$ cat src/rtl/ula_seq_pkg.sv
// Shared opcode and state definitions for the ULA command sequencer.
// Latency: n/a (types and constants only).
// Backpressure: n/a.
package ula_seq_pkg;

  localparam int ULA_WIDTH = 4;

  // Opcode encoding; bits map directly onto the ULA select lines {x, y, z}.
  typedef enum logic [2:0] {
    OP_ADD = 3'b000,
    OP_SUB = 3'b001,
    OP_SHL = 3'b010,
    OP_SHR = 3'b011,
    OP_AND = 3'b100,
    OP_OR  = 3'b101,
    OP_XOR = 3'b110,
    OP_NOT = 3'b111
  } op_e;

  // Sequencer states: present operands, let the ULA settle, capture, hold for consumer.
  typedef enum logic [1:0] {
    ST_IDLE  = 2'd0,
    ST_DRIVE = 2'd1,
    ST_CAPT  = 2'd2,
    ST_HOLD  = 2'd3
  } state_e;

endpackage

$ cat src/rtl/ula_seq_if.sv
// Bundle of command, ULA-drive and result signals around the sequencer.
// Latency: n/a (wires only).
// Backpressure: cmd_valid/cmd_ready on input, res_valid/res_ready on output.
interface ula_seq_if #(
  parameter int WIDTH = 4
);
  // Command channel
  logic             cmd_valid;
  logic             cmd_ready;
  logic [2:0]       cmd_op;
  logic [WIDTH-1:0] cmd_a;
  logic [WIDTH-1:0] cmd_b;
  logic             cmd_acc;
  // ULA operand/select drive and combinational result
  logic [WIDTH-1:0] ula_a;
  logic [WIDTH-1:0] ula_b;
  logic             ula_x;
  logic             ula_y;
  logic             ula_z;
  logic [WIDTH-1:0] ula_s;
  // Result channel
  logic             res_valid;
  logic             res_ready;
  logic [WIDTH-1:0] res_data;
  logic             res_zero;

  // Sequencer side
  modport slave (
    input  cmd_valid, cmd_op, cmd_a, cmd_b, cmd_acc, ula_s, res_ready,
    output cmd_ready, ula_a, ula_b, ula_x, ula_y, ula_z, res_valid, res_data, res_zero
  );

  // Command source / ULA / result consumer side
  modport master (
    output cmd_valid, cmd_op, cmd_a, cmd_b, cmd_acc, ula_s, res_ready,
    input  cmd_ready, ula_a, ula_b, ula_x, ula_y, ula_z, res_valid, res_data, res_zero
  );
endinterface

$ cat src/rtl/ula_seq.sv
// Sequencer that drives an external ULA, captures its result and keeps an accumulator.
// Latency: accept edge N, ULA settles through N+1, result captured and res_valid high after N+2.
// Backpressure: one command in flight; cmd_ready low until the result handshake completes.
module ula_seq
  import ula_seq_pkg::*;
#(
  parameter int             WIDTH    = ULA_WIDTH,
  parameter logic [WIDTH-1:0] ACC_INIT = '0
) (
  input  logic     clk,
  input  logic     rst,
  ula_seq_if.slave bus
);

  state_e           state_q;
  logic             cmd_ready_q;
  logic             res_valid_q;
  logic             res_zero_q;
  logic [WIDTH-1:0] res_data_q;
  logic [WIDTH-1:0] acc_q;
  logic [WIDTH-1:0] ula_a_q;
  logic [WIDTH-1:0] ula_b_q;
  logic [2:0]       op_q;

  logic             accept;
  logic [WIDTH-1:0] ula_a_d;
  logic             res_zero_d;

  assign accept     = bus.cmd_valid && cmd_ready_q;
  // Chained operations take the last captured result instead of cmd_a.
  assign ula_a_d    = bus.cmd_acc ? acc_q : bus.cmd_a;
  assign res_zero_d = (bus.ula_s == '0);

  // Command/result FSM; every output is a register so nothing glitches between states.
  always_ff @(posedge clk) begin
    if (rst) begin
      state_q     <= ST_IDLE;
      cmd_ready_q <= 1'b1;
      res_valid_q <= 1'b0;
      res_data_q  <= '0;
      res_zero_q  <= 1'b1;
      acc_q       <= ACC_INIT;
      ula_a_q     <= '0;
      ula_b_q     <= '0;
      op_q        <= 3'b000;
    end else begin
      case (state_q)
        ST_IDLE: begin
          if (accept) begin
            ula_a_q     <= ula_a_d;
            ula_b_q     <= bus.cmd_b;
            op_q        <= bus.cmd_op;
            cmd_ready_q <= 1'b0;
            state_q     <= ST_DRIVE;
          end
        end
        ST_DRIVE: begin
          // Operands stay put for a whole cycle so the ULA output is stable at capture.
          state_q <= ST_CAPT;
        end
        ST_CAPT: begin
          res_data_q  <= bus.ula_s;
          res_zero_q  <= res_zero_d;
          acc_q       <= bus.ula_s;
          res_valid_q <= 1'b1;
          state_q     <= ST_HOLD;
        end
        ST_HOLD: begin
          if (bus.res_ready) begin
            res_valid_q <= 1'b0;
            cmd_ready_q <= 1'b1;
            state_q     <= ST_IDLE;
          end
        end
        default: begin
          res_valid_q <= 1'b0;
          cmd_ready_q <= 1'b1;
          state_q     <= ST_IDLE;
        end
      endcase
    end
  end

  assign bus.cmd_ready = cmd_ready_q;
  assign bus.ula_a     = ula_a_q;
  assign bus.ula_b     = ula_b_q;
  assign bus.ula_x     = op_q[2];
  assign bus.ula_y     = op_q[1];
  assign bus.ula_z     = op_q[0];
  assign bus.res_valid = res_valid_q;
  assign bus.res_data  = res_data_q;
  assign bus.res_zero  = res_zero_q;

endmodule

$ cat src/flat_wrapper.sv
// flat-port wrapper written by rule: the top's interface ports become plain ports
module ula_seq_flat import ula_seq_pkg::*;
#(
  parameter int             WIDTH    = ULA_WIDTH,
  parameter logic [WIDTH-1:0] ACC_INIT = '0
)
  (clk, rst, bus_cmd_valid, bus_cmd_op, bus_cmd_a, bus_cmd_b, bus_cmd_acc, bus_ula_s, bus_res_ready, bus_cmd_ready, bus_ula_a, bus_ula_b, bus_ula_x, bus_ula_y, bus_ula_z, bus_res_valid, bus_res_data, bus_res_zero);
  ula_seq_if #(.WIDTH(WIDTH)) bus_i ();
  input  logic clk;
  input  logic rst;
  input wire logic [$bits(bus_i.cmd_valid)-1:0] bus_cmd_valid;
  input wire logic [$bits(bus_i.cmd_op)-1:0] bus_cmd_op;
  input wire logic [$bits(bus_i.cmd_a)-1:0] bus_cmd_a;
  input wire logic [$bits(bus_i.cmd_b)-1:0] bus_cmd_b;
  input wire logic [$bits(bus_i.cmd_acc)-1:0] bus_cmd_acc;
  input wire logic [$bits(bus_i.ula_s)-1:0] bus_ula_s;
  input wire logic [$bits(bus_i.res_ready)-1:0] bus_res_ready;
  output wire logic [$bits(bus_i.cmd_ready)-1:0] bus_cmd_ready;
  output wire logic [$bits(bus_i.ula_a)-1:0] bus_ula_a;
  output wire logic [$bits(bus_i.ula_b)-1:0] bus_ula_b;
  output wire logic [$bits(bus_i.ula_x)-1:0] bus_ula_x;
  output wire logic [$bits(bus_i.ula_y)-1:0] bus_ula_y;
  output wire logic [$bits(bus_i.ula_z)-1:0] bus_ula_z;
  output wire logic [$bits(bus_i.res_valid)-1:0] bus_res_valid;
  output wire logic [$bits(bus_i.res_data)-1:0] bus_res_data;
  output wire logic [$bits(bus_i.res_zero)-1:0] bus_res_zero;
  assign bus_i.cmd_valid = bus_cmd_valid;
  assign bus_i.cmd_op = bus_cmd_op;
  assign bus_i.cmd_a = bus_cmd_a;
  assign bus_i.cmd_b = bus_cmd_b;
  assign bus_i.cmd_acc = bus_cmd_acc;
  assign bus_i.ula_s = bus_ula_s;
  assign bus_i.res_ready = bus_res_ready;
  assign bus_cmd_ready = bus_i.cmd_ready;
  assign bus_ula_a = bus_i.ula_a;
  assign bus_ula_b = bus_i.ula_b;
  assign bus_ula_x = bus_i.ula_x;
  assign bus_ula_y = bus_i.ula_y;
  assign bus_ula_z = bus_i.ula_z;
  assign bus_res_valid = bus_i.res_valid;
  assign bus_res_data = bus_i.res_data;
  assign bus_res_zero = bus_i.res_zero;
  ula_seq #(.WIDTH(WIDTH), .ACC_INIT(ACC_INIT)) u_core (.clk(clk), .rst(rst), .bus(bus_i));
endmodule
$ cat config.mk
export PLATFORM = sky130hd
export DESIGN_NAME = ula_seq_flat
export DESIGN_NICKNAME = d
export VERILOG_FILES = /design/src/rtl/ula_seq_pkg.sv /design/src/rtl/ula_seq_if.sv /design/src/rtl/ula_seq.sv /design/src/flat_wrapper.sv
export SDC_FILE = /design/constraint.sdc
export NUM_CORES = 1
export LEC_CHECK = 0
export ABC_AREA = 1
export ABC_CLOCK_PERIOD_IN_PS = 3200
export BUFFER_PORTS_ARGS = -buffer_cell sky130_fd_sc_hd__clkbuf_2
export CAP_MARGIN = 15
export CORE_MARGIN = 2
export CORE_UTILIZATION = 45
export CTS_CLUSTER_DIAMETER = 120
export DETAILED_ROUTE_END_ITERATION = 6
export PLACE_DENSITY = 0.76
export REMOVE_ABC_BUFFERS = 1
export SETUP_SLACK_MARGIN = 0.05
export SYNTH_ARGS = -nofsm -noshare
export SYNTH_HDL_FRONTEND = slang
export SYNTH_SLANG_ARGS = --single-unit
export TNS_END_PERCENT = 5
$ cat constraint.sdc
create_clock -name clk -period 3.2 [get_ports clk]
set_input_delay 0.16 -clock clk [delete_from_list [all_inputs] [get_ports clk]]
set_output_delay 0.16 -clock clk [all_outputs]
set_load 0.02 [all_outputs]
==> results of run 1 <==
[layer usage]
layer	up-vias	routed length, µm	global-route usage [%]
met3	2	101	2.78
li1	461	-	-
met4	0	14	7.14
met5	-	0	0
met2	32	803	24.4
met1	379	875	22.2
[critical path: stages (launching register included)]
cell and delay (ps):
dfxtp_1 420, inv_1 90, ha_1 220, nand3_2 210
inv_2 130, o21ai_0 190, nor2_1 60
[power by group through the flow]
stage / sequential (µW) / clock [µW] / combinational, µW
after floorplan: 449 / 0 / 229
after global placement: 380 / 0 / 411
after detailed placement: 382 / 0 / 426
after CTS: 378 / 206 / 427
after global routing: 388 / 218 / 481
final: 378 / 200 / 424
[through the flow]
| step | utilization, % | hold slack [ps] | instances | total power [µW] |
|---|---|---|---|---|
| 2_1_floorplan | - | 229 | 121 | 678 |
| 5_1_grt | 59.3 | 68.8 | 189 | 1090 |
| 4_1_cts | 59.3 | 70.5 | 189 | 1010 |
| 3_5_place_dp | 56.6 | 403 | 185 | 808 |
| 6_report | 59.3 | 78.7 | 189 | 1000 |
| 3_3_place_gp | 56.6 | 395 | 185 | 791 |
[cell families (layout without fill, tap and decap cells)]
logic type,Yosys count,after routing,share of synthesized area (%)
buffers and inverters,19,56,9.73
DFF,20,20,44.5
and+or+nand+nor,59,59,26.6
adders and majority gates,5,5,6.95
AOI/OAI and AO/OA,22,22,12.2
[final timing paths]
kind	from	to	slack, ps	cells past startpoint
max	u_core.state_q[1]	u_core.bus.ula_a[2]	1780	6
min	bus_cmd_b[3]	u_core.bus.ula_b[3]	80	3
max reg2reg	u_core.state_q[1]	u_core.bus.ula_a[2]	1780	6
min reg2reg	u_core.op_q[2]	u_core.op_q[2]	480	2
[sequential cells by signal, indices dropped and copies added (netlist names)]
name and flops:
u_core.bus.res_valid 1, u_core.bus.res_zero 1, u_core.state_q 2, u_core.bus.cmd_ready 1, u_core.bus.ula_a 4, u_core.bus.ula_b 4
u_core.op_q 3, u_core.acc_q 4
[cells in the final DEF (no fill, tap or decap)]
cell type / instances
inv_2: 1
clkbuf_4: 3
nand4_1: 1
bufinv_16: 1
a21oi_1: 10
nand3_1: 4
inv_1: 14
nand2_1: 32
nand3b_1: 1
nand3_2: 1
clkbuf_2: 37
dfxtp_1: 20
nor2_1: 20
o21ai_0: 12
ha_1: 5
[final cells by class]
class	count	area share, %
inverters	15	4.94
multi-input cells	86	36.1
repair buffers	37	16.2
flip-flops and latches	20	35.1
clock buffers	3	1.98
well taps	27	2.96
clock inverters	1	2.63
==> results.py, run 1 <==
metrics = {
    "die": {
        "rows": 16,
        "io_pins": 38,
        "start_util_pct": 46.8,
        "die_w_um": 48.7,
        "core-area_mm2": 0.00192,
        "die-height_um": 48.7,
        "dieArea_mm2": 0.00237,
    },
    "power": {
        "power.switching_uw": 402,
        "power_density_mw_per_mm2": 879,
        "p_leak_uw": 0.000596,
        "combPwrFrac_pct": 42.3,
        "p_int_uw": 600,
        "switching_share_pct": 40.2,
        "clockPowerShare_pct": 20.0,
        "irDropWorstVdd_mv": 0.470,
        "p_seq_share_pct": 37.7,
    },
    "cts": {
        "cts_resized": 0,
        "clk_path_buf_depth": 2,
        "cts_made_buffers": 3,
        "cts_root_buffer": "clkbuf_4",
        "worstSkewPairLatency_ps": 300,
        "htreeDepth": 1,
        "cts.sinks": 20,
        "post_cts_buffers": 0,
        "clk_pin_slew_ps": 110,
        "holdBufCountCts": 0,
        "tritoncts": "built",
    },
    "hold_path": {
        "hold_path.class": "in2reg",
    },
    "synthesis": {
        "synth_seq_area_share_pct": 44.5,
        "synth_area_leaders": "dfxtp_1 45%, nand2_1 13%, nor2_1 8.3%, ha_1 7.0%, o21ai_0 6.7%",
        "syn_area_um2": 900,
        "yosys_register_bits": 20,
        "synth_commonest_cells": "32 x nand2_1, 20 x dfxtp_1, 20 x nor2_1",
        "synthDistinctLibCells": 15,
        "postSynthCellCount": 125,
        "yosysTopAreaCellShare_pct": 44.5,
        "yosys_warnings": 0,
        "async_flop_share_pct": 0,
        "syn_avg_cell_area_um2": 7.20,
        "synth_top_area_cell": "dfxtp_1",
        "yosysMostFrequentCell": "nand2_1",
        "ys.flop_type": "dfxtp_1",
        "synth_edf_count": 0,
    },
    "final_layout": {
        "drive_above_1_share_pct": 26.5,
        "num_antenna_cells": 0,
        "regArea_um2": 400,
        "multiInputGateArea_um2": 412,
        "syn2layout_area_growth_pct": 26.7,
        "stdcell_area_mm2": 0.00114,
        "n_fill_cell": 195,
        "nets": 188,
    },
    "critical_path": {
        "cp.arrival_ps": 1620,
        "path_class": "reg2reg",
        "endpoint_kind": "register",
        "critPathRequiredTime_ps": 3400,
        "crit_path_start_kind": "register",
        "worstPathMaxFanout": 12,
    },
    "placed_design": {
        "place_ws_ps": 1780,
        "place_congestion": 0.721,
        "placed_area_mm2": 0.00109,
        "dp_hpwl_um": 1430,
        "portBuffers": 37,
    },
    "sta": {
        "setup_tns_ps": 0,
        "slew_headroom_pct": 79.5,
        "finalCritPeriodShare_pct": 44.2,
        "finalSetupViolations": 0,
        "hold_viol": 0,
        "final.setup.worst_slack_ps": 1780,
        "finClkSkew_ps": 11.5,
        "worst_pin_slew_ps": 307,
        "finalCriticalPeriod_ps": 1420,
        "rsz0062_at_grt": "false",
        "report.final.slew_viol_count": 0,
        "fmax_mhz": 706,
    },
    "run": {
        "cap_violations": 0,
    },
    "detailed_routing": {
        "dr.pass1.iters": 4,
        "vias": 874,
        "via_per_inst": 4.62,
        "wl_per_cell_um": 9.49,
        "drt_iter0_markers": 9,
        "ant_nets": 0,
        "routed_wl_um": 1790,
        "drc": 0,
    },
    "grt": {
        "antenna_found_initial": 0,
        "grt_pass1_wl_um": 3000,
        "grt_overflow": 0,
        "grt_max_degree": 13,
        "grt_pass1_vias": 712,
        "grt_usage_pct": 16.0,
    },
    "run_status": {
        "outcome": "finished, final reports clean",
    },
}
No activity file was read; power rests on OpenSTA's default activity.
==> inputs of run 2 (changes only) <==
--- a/config.mk
+++ b/config.mk
@@ -6,14 +6,14 @@
 export NUM_CORES = 1
 export LEC_CHECK = 0
 export ABC_AREA = 1
-export ABC_CLOCK_PERIOD_IN_PS = 3200
+export ABC_CLOCK_PERIOD_IN_PS = 1200
 export BUFFER_PORTS_ARGS = -buffer_cell sky130_fd_sc_hd__clkbuf_2
 export CAP_MARGIN = 15
 export CORE_MARGIN = 2
-export CORE_UTILIZATION = 45
+export CORE_UTILIZATION = 41
 export CTS_CLUSTER_DIAMETER = 120
 export DETAILED_ROUTE_END_ITERATION = 6
-export PLACE_DENSITY = 0.76
+export PLACE_DENSITY = 0.73
 export REMOVE_ABC_BUFFERS = 1
 export SETUP_SLACK_MARGIN = 0.05
 export SYNTH_ARGS = -nofsm -noshare
==> constraint.sdc (replaced) <==
create_clock -name clk -period 1.2 [get_ports clk]
set_input_delay 0.06 -clock clk [delete_from_list [all_inputs] [get_ports clk]]
set_output_delay 0.06 -clock clk [all_outputs]
set_load 0.02 [all_outputs]
==> results.py, run 2 (synthesized netlist as in run 1, its figures left out) <==
metrics = {
    "cts": {
        "htreeDepth": 1,
        "tritoncts": "built",
        "clk_pin_slew_ps": 110,
        "post_cts_buffers": 0,
        "cts_made_buffers": 3,
        "cts_root_buffer": "clkbuf_4",
        "cts.sinks": 20,
        "worstSkewPairLatency_ps": 290,
        "clk_path_buf_depth": 2,
    },
    "sta": {
        "fmax_mhz": 889,
        "setup_tns_ps": 0,
        "finalCriticalPeriod_ps": 1120,
        "finalCritPeriodShare_pct": 93.7,
        "worst_pin_slew_ps": 295,
        "final.setup.worst_slack_ps": 75.6,
        "slew_headroom_pct": 80.3,
        "hold_viol": 0,
        "report.final.slew_viol_count": 0,
        "rsz0062_at_grt": "true",
        "finalSetupViolations": 0,
        "finClkSkew_ps": 3.58,
    },
    "detailed_routing": {
        "vias": 926,
        "drc": 0,
        "routed_wl_um": 2140,
        "wl_per_cell_um": 10.4,
        "ant_nets": 0,
        "dr.pass1.iters": 4,
        "via_per_inst": 4.52,
        "drt_iter0_markers": 15,
    },
    "die": {
        "dieArea_mm2": 0.00258,
        "core-area_mm2": 0.00202,
        "start_util_pct": 44.5,
        "rows": 16,
        "die-height_um": 50.8,
        "io_pins": 38,
        "die_w_um": 50.8,
    },
    "final_layout": {
        "syn2layout_area_growth_pct": 47.6,
        "n_fill_cell": 175,
        "final_cell_count_no_fill": 205,
        "nets": 204,
        "final_cell_mix": "37 x clkbuf_2, 30 x nand2_1, 20 x nor2_1",
        "drive_above_1_share_pct": 32.0,
        "num_antenna_cells": 0,
        "final_common_cell": "clkbuf_2",
    },
    "placed_design": {
        "dp.cells": 190,
        "portBuffers": 37,
        "place_ws_ps": -21.9,
        "dp_hpwl_um": 1520,
        "place_congestion": 0.835,
    },
    "grt": {
        "grt_usage_pct": 17.4,
        "grt_overflow": 0,
        "antenna_found_initial": 0,
        "grt_max_degree": 13,
        "grt_pass1_vias": 851,
        "grt_pass1_wl_um": 3460,
    },
    "power": {
        "power_uw": 2950,
        "p_leak_uw": 0.000673,
        "power_density_mw_per_mm2": 2220,
        "irDropWorstVdd_mv": 1.07,
    },
    "run": {
        "cap_violations": 0,
    },
    "critical_path": {
        "cp.arrival_ps": 1320,
        "crit_path_start_kind": "register",
        "critPathRequiredTime_ps": 1400,
        "worstPathMaxFanout": 3,
        "path_class": "reg2reg",
        "r2r_cells": 6,
        "endpoint_kind": "register",
    },
    "hold_path": {
        "hold_path.class": "in2reg",
        "hold_depth": 2,
    },
    "run_status": {
        "outcome": "finished, final reports clean",
    },
}
==> run 2: cell count changes in the layout (fill, tap and decap cells not counted), sizes merged <==
cell         previous run  this run
dlygate4sd3             0        11
buf                     0         5
==> run 2: path summary, 6_finish.rpt <==
path,slack (ps),endpoint,from
max,80,u_core.bus.res_valid,u_core.state_q[0]
min,80,u_core.op_q[2],rst
max reg2reg,80,u_core.bus.res_valid,u_core.state_q[0]
min reg2reg,480,u_core.op_q[0],u_core.op_q[0]
==> run 2: layout make-up <==
cell class	instances	area (µm²)	share of cell area, %
clock buffers	3	22.5	1.70
clock inverters	1	30.0	2.26
flip-flops and latches	20	403	30.3
well taps	27	33.8	2.54
repair buffers	53	333	25.1
inverters	15	58.8	4.43
multi-input cells	86	447	33.6
==> run 2: where the power goes <==
group	internal [µW]	switching, µW
combinational	575	839
clock	337	198
sequential	871	133
total	1780	1170
==> run 2: routing by layer <==
metal  vias to the layer above  global-route usage, %  part of all wire, %
met3                         2                   1.75                  3.8
li1                        498                      -                    -
met1                       404                   21.5                   45
met5                         -                      0                    0
met2                        22                   31.8                   51
met4                         0                   5.41                 0.47
==> run 2: per-stage QoR <==
stage / hold WS (ps) / utilization [%] / area, µm²
after floorplan: 129 / - / 868
after global routing: 69.7 / 65.7 / 1330
after global placement: 293 / 55.6 / 1120
final: 80.0 / 65.7 / 1330
after detailed placement: 304 / 55.6 / 1120
after CTS: 66.5 / 64.9 / 1310
==> run 2: worst max-delay path, stage by stage (launching register included) <==
cell and delay [ps]:
dfxtp_2 340, buf_4 140, ha_1 220, o21ai_1 170, nand2_1 70, nand2_1 60, nor2_1 40
==> run 2: repair_timing <==
action	4_1_cts	5_1_grt
hold buffers	11	0
cloned	0	0
resized for setup	7	7
endpoints found under the setup margin	16	17
pin swaps	0	2
hold endpoints to repair	11	0
